[src/rtl/mc_ctrl.sv]
// mc_ctrl: multi-cycle MIPS control FSM (IF/DT/EX/MA/WB) with memory-latency stretching
module mc_ctrl #(
  parameter int MEM_LAT = 1,
  parameter int CNT_W = 4
) (
  input  logic       clk,
  input  logic       reset,
  input  logic [5:0] Op,
  input  logic [5:0] Func,
  input  logic       Zero,
  output logic       PCWr,
  output logic       IRWr,
  output logic       RegWrite,
  output logic       MemWrite,
  output logic [1:0] RegDst,
  output logic       ALUSrc,
  output logic [1:0] MemtoReg,
  output logic [1:0] ExtOp,
  output logic [3:0] ALUOp,
  output logic [2:0] nPCOp,
  output logic       Illegal,
  output logic [2:0] State
);
  typedef enum logic [2:0] {S_IF = 3'd0, S_DT = 3'd1, S_EX = 3'd2, S_MA = 3'd3, S_WB = 3'd4} state_t;
  state_t state_q;
  logic [CNT_W-1:0] cnt_q;
  logic is_r, addu, subu, jr, nop, ori, addiu, lw, sw, lui, beq, j, jal, legal, last;
  logic in_if, in_dt, in_ex, in_ma, in_wb;
  assign is_r  = Op == 6'h00;
  assign addu  = is_r && Func == 6'h21;
  assign subu  = is_r && Func == 6'h23;
  assign jr    = is_r && Func == 6'h08;
  assign nop   = is_r && Func == 6'h00;
  assign ori   = Op == 6'h0d;
  assign addiu = Op == 6'h09;
  assign lw    = Op == 6'h23;
  assign sw    = Op == 6'h2b;
  assign lui   = Op == 6'h0f;
  assign beq   = Op == 6'h04;
  assign j     = Op == 6'h02;
  assign jal   = Op == 6'h03;
  assign legal = addu | subu | jr | nop | ori | addiu | lw | sw | lui | beq | j | jal;
  assign last  = cnt_q == CNT_W'(MEM_LAT - 1);
  assign in_if = state_q == S_IF;
  assign in_dt = state_q == S_DT;
  assign in_ex = state_q == S_EX;
  assign in_ma = state_q == S_MA;
  assign in_wb = state_q == S_WB;
  assign RegDst   = jal ? 2'b10 : (addu | subu) ? 2'b01 : 2'b00;
  assign ALUSrc   = ori | addiu | lw | sw | lui;
  assign MemtoReg = jal ? 2'b10 : lw ? 2'b01 : 2'b00;
  assign ExtOp    = ori ? 2'b01 : lui ? 2'b10 : 2'b00;
  assign ALUOp    = ori ? 4'b0010 : (subu | beq) ? 4'b0001 : 4'b0000;
  assign nPCOp    = (in_ex && beq) ? 3'b001 : (in_dt && (j | jal)) ? 3'b010 : (in_dt && jr) ? 3'b011 : 3'b000;
  // Write enables are gated by reset so an aborted instruction never commits anything.
  assign PCWr     = !reset && ((in_if && last) || (in_dt && (j | jal | jr)) || (in_ex && beq && Zero));
  assign IRWr     = !reset && in_if && last;
  assign RegWrite = !reset && ((in_dt && jal) || in_wb);
  assign MemWrite = !reset && in_ma && sw && last;
  assign Illegal  = !reset && in_dt && !legal;
  assign State    = state_q;
  // State sequencing and the latency counter shared by IF and MA.
  always_ff @(posedge clk) begin
    if (reset) begin
      state_q <= S_IF;
      cnt_q <= '0;
    end else begin
      cnt_q <= '0;
      case (state_q)
        S_IF: begin
          cnt_q <= last ? '0 : cnt_q + 1'b1;
          state_q <= last ? S_DT : S_IF;
        end
        S_DT: state_q <= (j | jal | jr | nop | !legal) ? S_IF : S_EX;
        S_EX: state_q <= beq ? S_IF : (lw | sw) ? S_MA : S_WB;
        S_MA: begin
          cnt_q <= last ? '0 : cnt_q + 1'b1;
          state_q <= last ? (lw ? S_WB : S_IF) : S_MA;
        end
        S_WB: state_q <= S_IF;
        default: state_q <= S_IF;
      endcase
    end
  end
endmodule

[config.mk]
export PLATFORM = sky130hd
export DESIGN_NAME = mc_ctrl
export DESIGN_NICKNAME = d
export VERILOG_FILES = /design/src/rtl/mc_ctrl.sv
export SDC_FILE = /design/constraint.sdc
export NUM_CORES = 1
export LEC_CHECK = 0
export BUFFER_PORTS_ARGS = -buffer_cell sky130_fd_sc_hd__buf_2
export CAP_MARGIN = 10
export CORE_UTILIZATION = 45
export CTS_BUF_LIST = sky130_fd_sc_hd__clkbuf_4 sky130_fd_sc_hd__clkbuf_8
export CTS_CLUSTER_DIAMETER = 30
export DETAILED_ROUTE_END_ITERATION = 8
export PLACE_DENSITY_LB_ADDON = 0.05
export SLEW_MARGIN = 10
export SYNTH_ARGS = -nofsm -noshare
export SYNTH_HDL_FRONTEND = slang
export SYNTH_SLANG_ARGS = --single-unit
[constraint.sdc]
create_clock -name clk -period 2.1 [get_ports clk]
set_clock_uncertainty 0.15 [all_clocks]
set_input_delay 0.21 -clock clk [delete_from_list [all_inputs] [get_ports clk]]
set_output_delay 0.21 -clock clk [all_outputs]
set_load 0.02 [all_outputs]
**Yosys cells after proc, flatten, opt, wreduce, memory -nomap -nowiden**

Cells that the tools add are included.

- Flip-flop bits (word level): 7
- Input bits: 15
- Output and inout port bits: 22
- Logic and storage cells: 89

- Add/subtract/negate cells: 1
- Equality and inequality tests: 15
- Muxes and demuxes: 18
- Bitwise logic cells: 22
- Reduce and logical (&&, ||, !) cells: 31

Operators by type and width:

| cell | count |
|---|---|
| $eq 6x4->1 const B | 4 |
| $eq 6x6->1 const B | 4 |
| $or 1x1->1 | 21 |
| $logic_and 1x1->1 | 20 |
| $mux 2 | 9 |
| $eq 6x2->1 const B | 2 |
| $logic_not 6->1 | 2 |
| $mux 3 | 4 |
| $pmux 3 s4 | 1 |
| $eq 3x2->1 const B | 2 |
| $eq 6x3->1 const B | 1 |
| $add 4x1->4 const B | 1 |
| $logic_not 4->1 | 1 |
| $mux 1 | 4 |
| $eq 3x1->1 const B | 1 |
| $eq 3x3->1 const B | 1 |
| $logic_not 3->1 | 1 |
| $logic_or 1x1->1 | 3 |
| $reduce_or 3->1 | 1 |
| $logic_not 1->1 | 2 |
| $reduce_or 2->1 | 1 |
| $not 1->1 | 1 |

**Logic depth before layout (Yosys ltp)**

- Depth in word-level cells: 17
- Gate-level depth with buffers: 7
- Mapped depth without buffers: 7

**Worst setup path before layout**

OpenSTA, ideal clock, no wires.

- Kind: register -> output
- Start point: reg state_q[0], in the netlist State[0]
- End point: out PCWr
- Arrival time: 1.802 ns
- Required time: 1.740 ns
- Slack: -0.062 ns
- Cell stages (with the launch flop): 4
- Path buffers: 0
- Path through: dfxtp_1 or3b_2 nor3_1 o21ba_1

- Longest elaborated chain between the ends: 5
- Elaborated cells between the ends (all ways): 10
- Classes of those cells: 2 x eq/ne; 8 x reduce/logical

RTL lines:

| item | RTL line | source |
|---|---|---|
| from (decl) | 25 | `state_t state_q;` |
| from (signal assigned) | 72 | `state_q <= last ? S_DT : S_IF;` |
| from (signal assigned) | 74 | `S_DT: state_q <= (j \| jal \| jr \| nop \| !legal) ? S_IF : S_EX;` |
| from (signal assigned) | 75 | `S_EX: state_q <= beq ? S_IF : (lw \| sw) ? S_MA : S_WB;` |
| $eq 3x1->1, or another cell as far along | 45 | `assign in_dt = state_q == S_DT;` |
| $logic_and 1x1->1 | 56 | `assign PCWr = !reset && ((in_if && last) \|\| (in_dt && (j \| jal \| jr)) \|\| (in_ex && beq && Zero));` |
| $logic_or 1x1->1 or $logic_and 1x1->1 (tied branches) | 56 |  |
| $logic_or 1x1->1 (*) | 56 |  |
| $logic_and 1x1->1 (*) | 56 |  |
| to (decl) | 11 | `output logic PCWr,` |

Every way passes the cells marked *; elsewhere a longest branch is shown, timed or not.

**Worst setup path in the final report**

- Start point: reg cnt_q[0]
- End point: out MemWrite

- Longest elaborated chain between the ends: 2

RTL lines:

| item | RTL line | source |
|---|---|---|
| from (decl) | 26 | `logic [CNT_W-1:0] cnt_q;` |
| from (signal assigned) | 71 | `cnt_q <= last ? '0 : cnt_q + 1'b1;` |
| from (signal assigned) | 77 | `cnt_q <= last ? '0 : cnt_q + 1'b1;` |
| $logic_not 4->1 | 43 | `assign last = cnt_q == CNT_W'(MEM_LAT - 1);` |
| $logic_and 1x1->1 | 59 | `assign MemWrite = !reset && in_ma && sw && last;` |
| to (decl) | 14 | `output logic MemWrite,` |

No other way between the ends.

==> impl_metrics.tcl <==
set metrics [dict create \
    ys_seq_area_frac 0.204 \
    cts_sinks 7 \
    firstDrtPassIters 4 \
    holdPathStages 4 \
    grt_pass1_vias 594 \
    maxCapViolCount 0 \
    grt_max_degree 14 \
    n_antenna_cell 0 \
    max-clock-path-buffers 2 \
    r2r_end "State[0]$_SDFF_PP0_" \
    drc 0 \
    num-fill-cells 129 \
    syn_to_final_growth_pct 32.4 \
    ys_async_sr_fraction 0 \
    fin_hold_ws_ns 0.176 \
    grt_usage 0.211 \
    drive_gt1_frac 0.460 \
    synth.yosys.warnings 0 \
    clk_pin_slew_ns 0.05 \
    io_pins 37 \
    avgSynthCellArea_sq_um 7.72 \
    portBuffers 33 \
    holdCritPathClass "in2reg" \
    status "complete, no violations" \
    period_needed_ns 2.09 \
    synth_common_cells "nor2_1, buf_4, dfxtp_1" \
    syn_inst 89 \
    core_area_sq_um 1370 \
    cts_hold_buf 0 \
    postCtsSetupBuffers 0 \
    drt_iter0_drc 16 \
    fin_tns_setup_ns 0 \
    viasPerCell 5.32 \
    path_max_fanout 4 \
    p_leak_nw 0.422 \
    die_area_sq_um 1690 \
    maxSlewViolCount 0 \
    die_y_um 41.1 \
    period_share 0.998 \
    drtAntennaViolNets 0 \
    cts_tree "built" \
    multi_input_area_sq_um 498 \
    wl_per_cell_um 11.7 \
    fin_util 0.666 \
    synth.cell_area_sq_um 687 \
    synthTopCellsByArea "dfxtp_1, buf_4, nor2_1" \
    grt_pass1_wl_um 2360 \
    dieWidth_um 41.1 \
    crit_type "reg2out" \
    setup_viol 0 \
    ir_drop_uv 329 \
    yosys.area.top_type_share 0.204 \
    cp-end-kind "primary output" \
    p_per_area_nw_per_um2 409 \
    startpoint_type "register" \
    synthFlopType "dfxtp_1" \
    via_count 740 \
    start_util 0.503 \
    num_rows 13 \
    worstHoldEndpoint "State[2]$_SDFF_PP0_" \
    ff2ff_setup_slack_ns 0.56 \
    cts_root_buffer "clkbuf_4" \
    regArea_sq_um 143 \
    overflow 0 \
    nets 142 \
    htree_levels 1 \
    worst-r2r-cell-count 6 \
    rsz0062_at_grt "true" \
    synth.most_common_cell "nor2_1" \
    fmax_mhz 477 \
    hp-start "reset" \
    synth_area_leader_cell "dfxtp_1" \
    numCtsBuffers 3 \
    worstReg2RegStart "cnt_q[0]$_SDFF_PP0_" \
    hold_viol_final 0 \
    synth-edff-count 0 \
    antenna_found_initial 0 \
    clk_latency_ns 0.25 \
    required_ns 1.74 \
    crit_arrival_ns 1.73 \
    yosys_register_bits 7 \
    dp_hpwl_um 1270 \
    wirelength_um 1620 \
    ys_types 37 \
    routabilityCongestion 0.797 \
]
## kinds of logic after synthesis
| family | count (synthesis) | share of synthesized area |
|---|---|---|
| fa+ha+maj | 2 | 0.0364 |
| xor+xnor | 3 | 0.0383 |
| simple gates | 52 | 0.492 |
| buf+inv | 12 | 0.111 |
| mux | 1 | 0.0146 |
| compound gates | 11 | 0.0984 |
| flops | 7 | 0.204 |
| other cells | 1 | 0.00546 |
## report_power, final
part	total, mW	internal, mW	switching, mW
Clock	0.135	0.0854	0.0493
Combinational	0.102	0.0421	0.0594
Sequential	0.136	0.135	0.000903
Total	0.372	0.263	0.110
## registers in the layout, indices dropped and copies added (netlist names)
| name | flops |
|---|---|
| cnt_q | 4 |
| State | 3 |
## layout by cell type, fill, tap and decap left out, types with 2 or more instances in the layout
master     n
nor2b_1    3
inv_1      3
conb_1     3
or3b_4     2
nand2b_1   2
nand3b_1   2
dfxtp_2    2
or4b_4     2
nand2_1    5
nor3b_1    2
nor3_2     2
clkbuf_4   4
buf_4      5
nand3_1    5
nor2_2     2
xnor2_1    2
nor3_4     2
buf_2     32
dfxtp_1    5
ha_1       2
nor4_1     2
nor2_1    11
nor3_1     3
a21oi_1    5
## metrics by stage
stage	power [mW]	instance area [sq um]	setup slack (ns)	cells
after CTS	0.376	895	-0.0154	139
after global routing	0.395	910	-0.0927	139
final	0.372	910	0.00502	139
after detailed placement	0.235	856	0.109	135
after floorplan	0.198	699	0.0119	91
after global placement	0.233	856	0.148	135
## how the worst max path moves through the flow
stage	slack, ns	depth (start not counted)	to	startpoint
floorplan	0.01	4	Illegal	State[0]$_SDFF_PP0_
global placement	0.15	7	PCWr	Op[5]
detailed placement	0.11	6	RegWrite	Op[5]
CTS	-0.02	8	PCWr	cnt_q[0]$_SDFF_PP0_
global route	-0.09	8	PCWr	cnt_q[0]$_SDFF_PP0_
finish	0.005	6	MemWrite	cnt_q[0]$_SDFF_PP0_
## worst max-delay path, stage by stage (launching register included)
cell,delay [ns]
dfxtp_2,0.33
inv_1,0.05
ha_1,0.16
nor3b_1,0.36
nand2_1,0.18
nor3_1,0.21
buf_2,0.19
## what timing repair did
action / CTS / global route
endpoints found under the setup margin: 3 / 4
resized for setup: 4 / 6
pin swaps: 1 / 1
## routing by layer
layer	global-route usage	part of all wire	vias up
li1	-	-	377
met1	0.247	0.47	334
met2	0.379	0.47	29
met3	0.0543	0.056	0
met4	0.0417	0	0
met5	0	0	-
## final cells by class
type                    instances  share of cell area
multi-input cells              72               0.547
repair buffers                 38               0.230
flip-flops and latches          7               0.157
well taps                      15              0.0206
inverters                       3              0.0124
clock buffers                   4              0.0330
No activity file was read; power rests on OpenSTA's default activity.
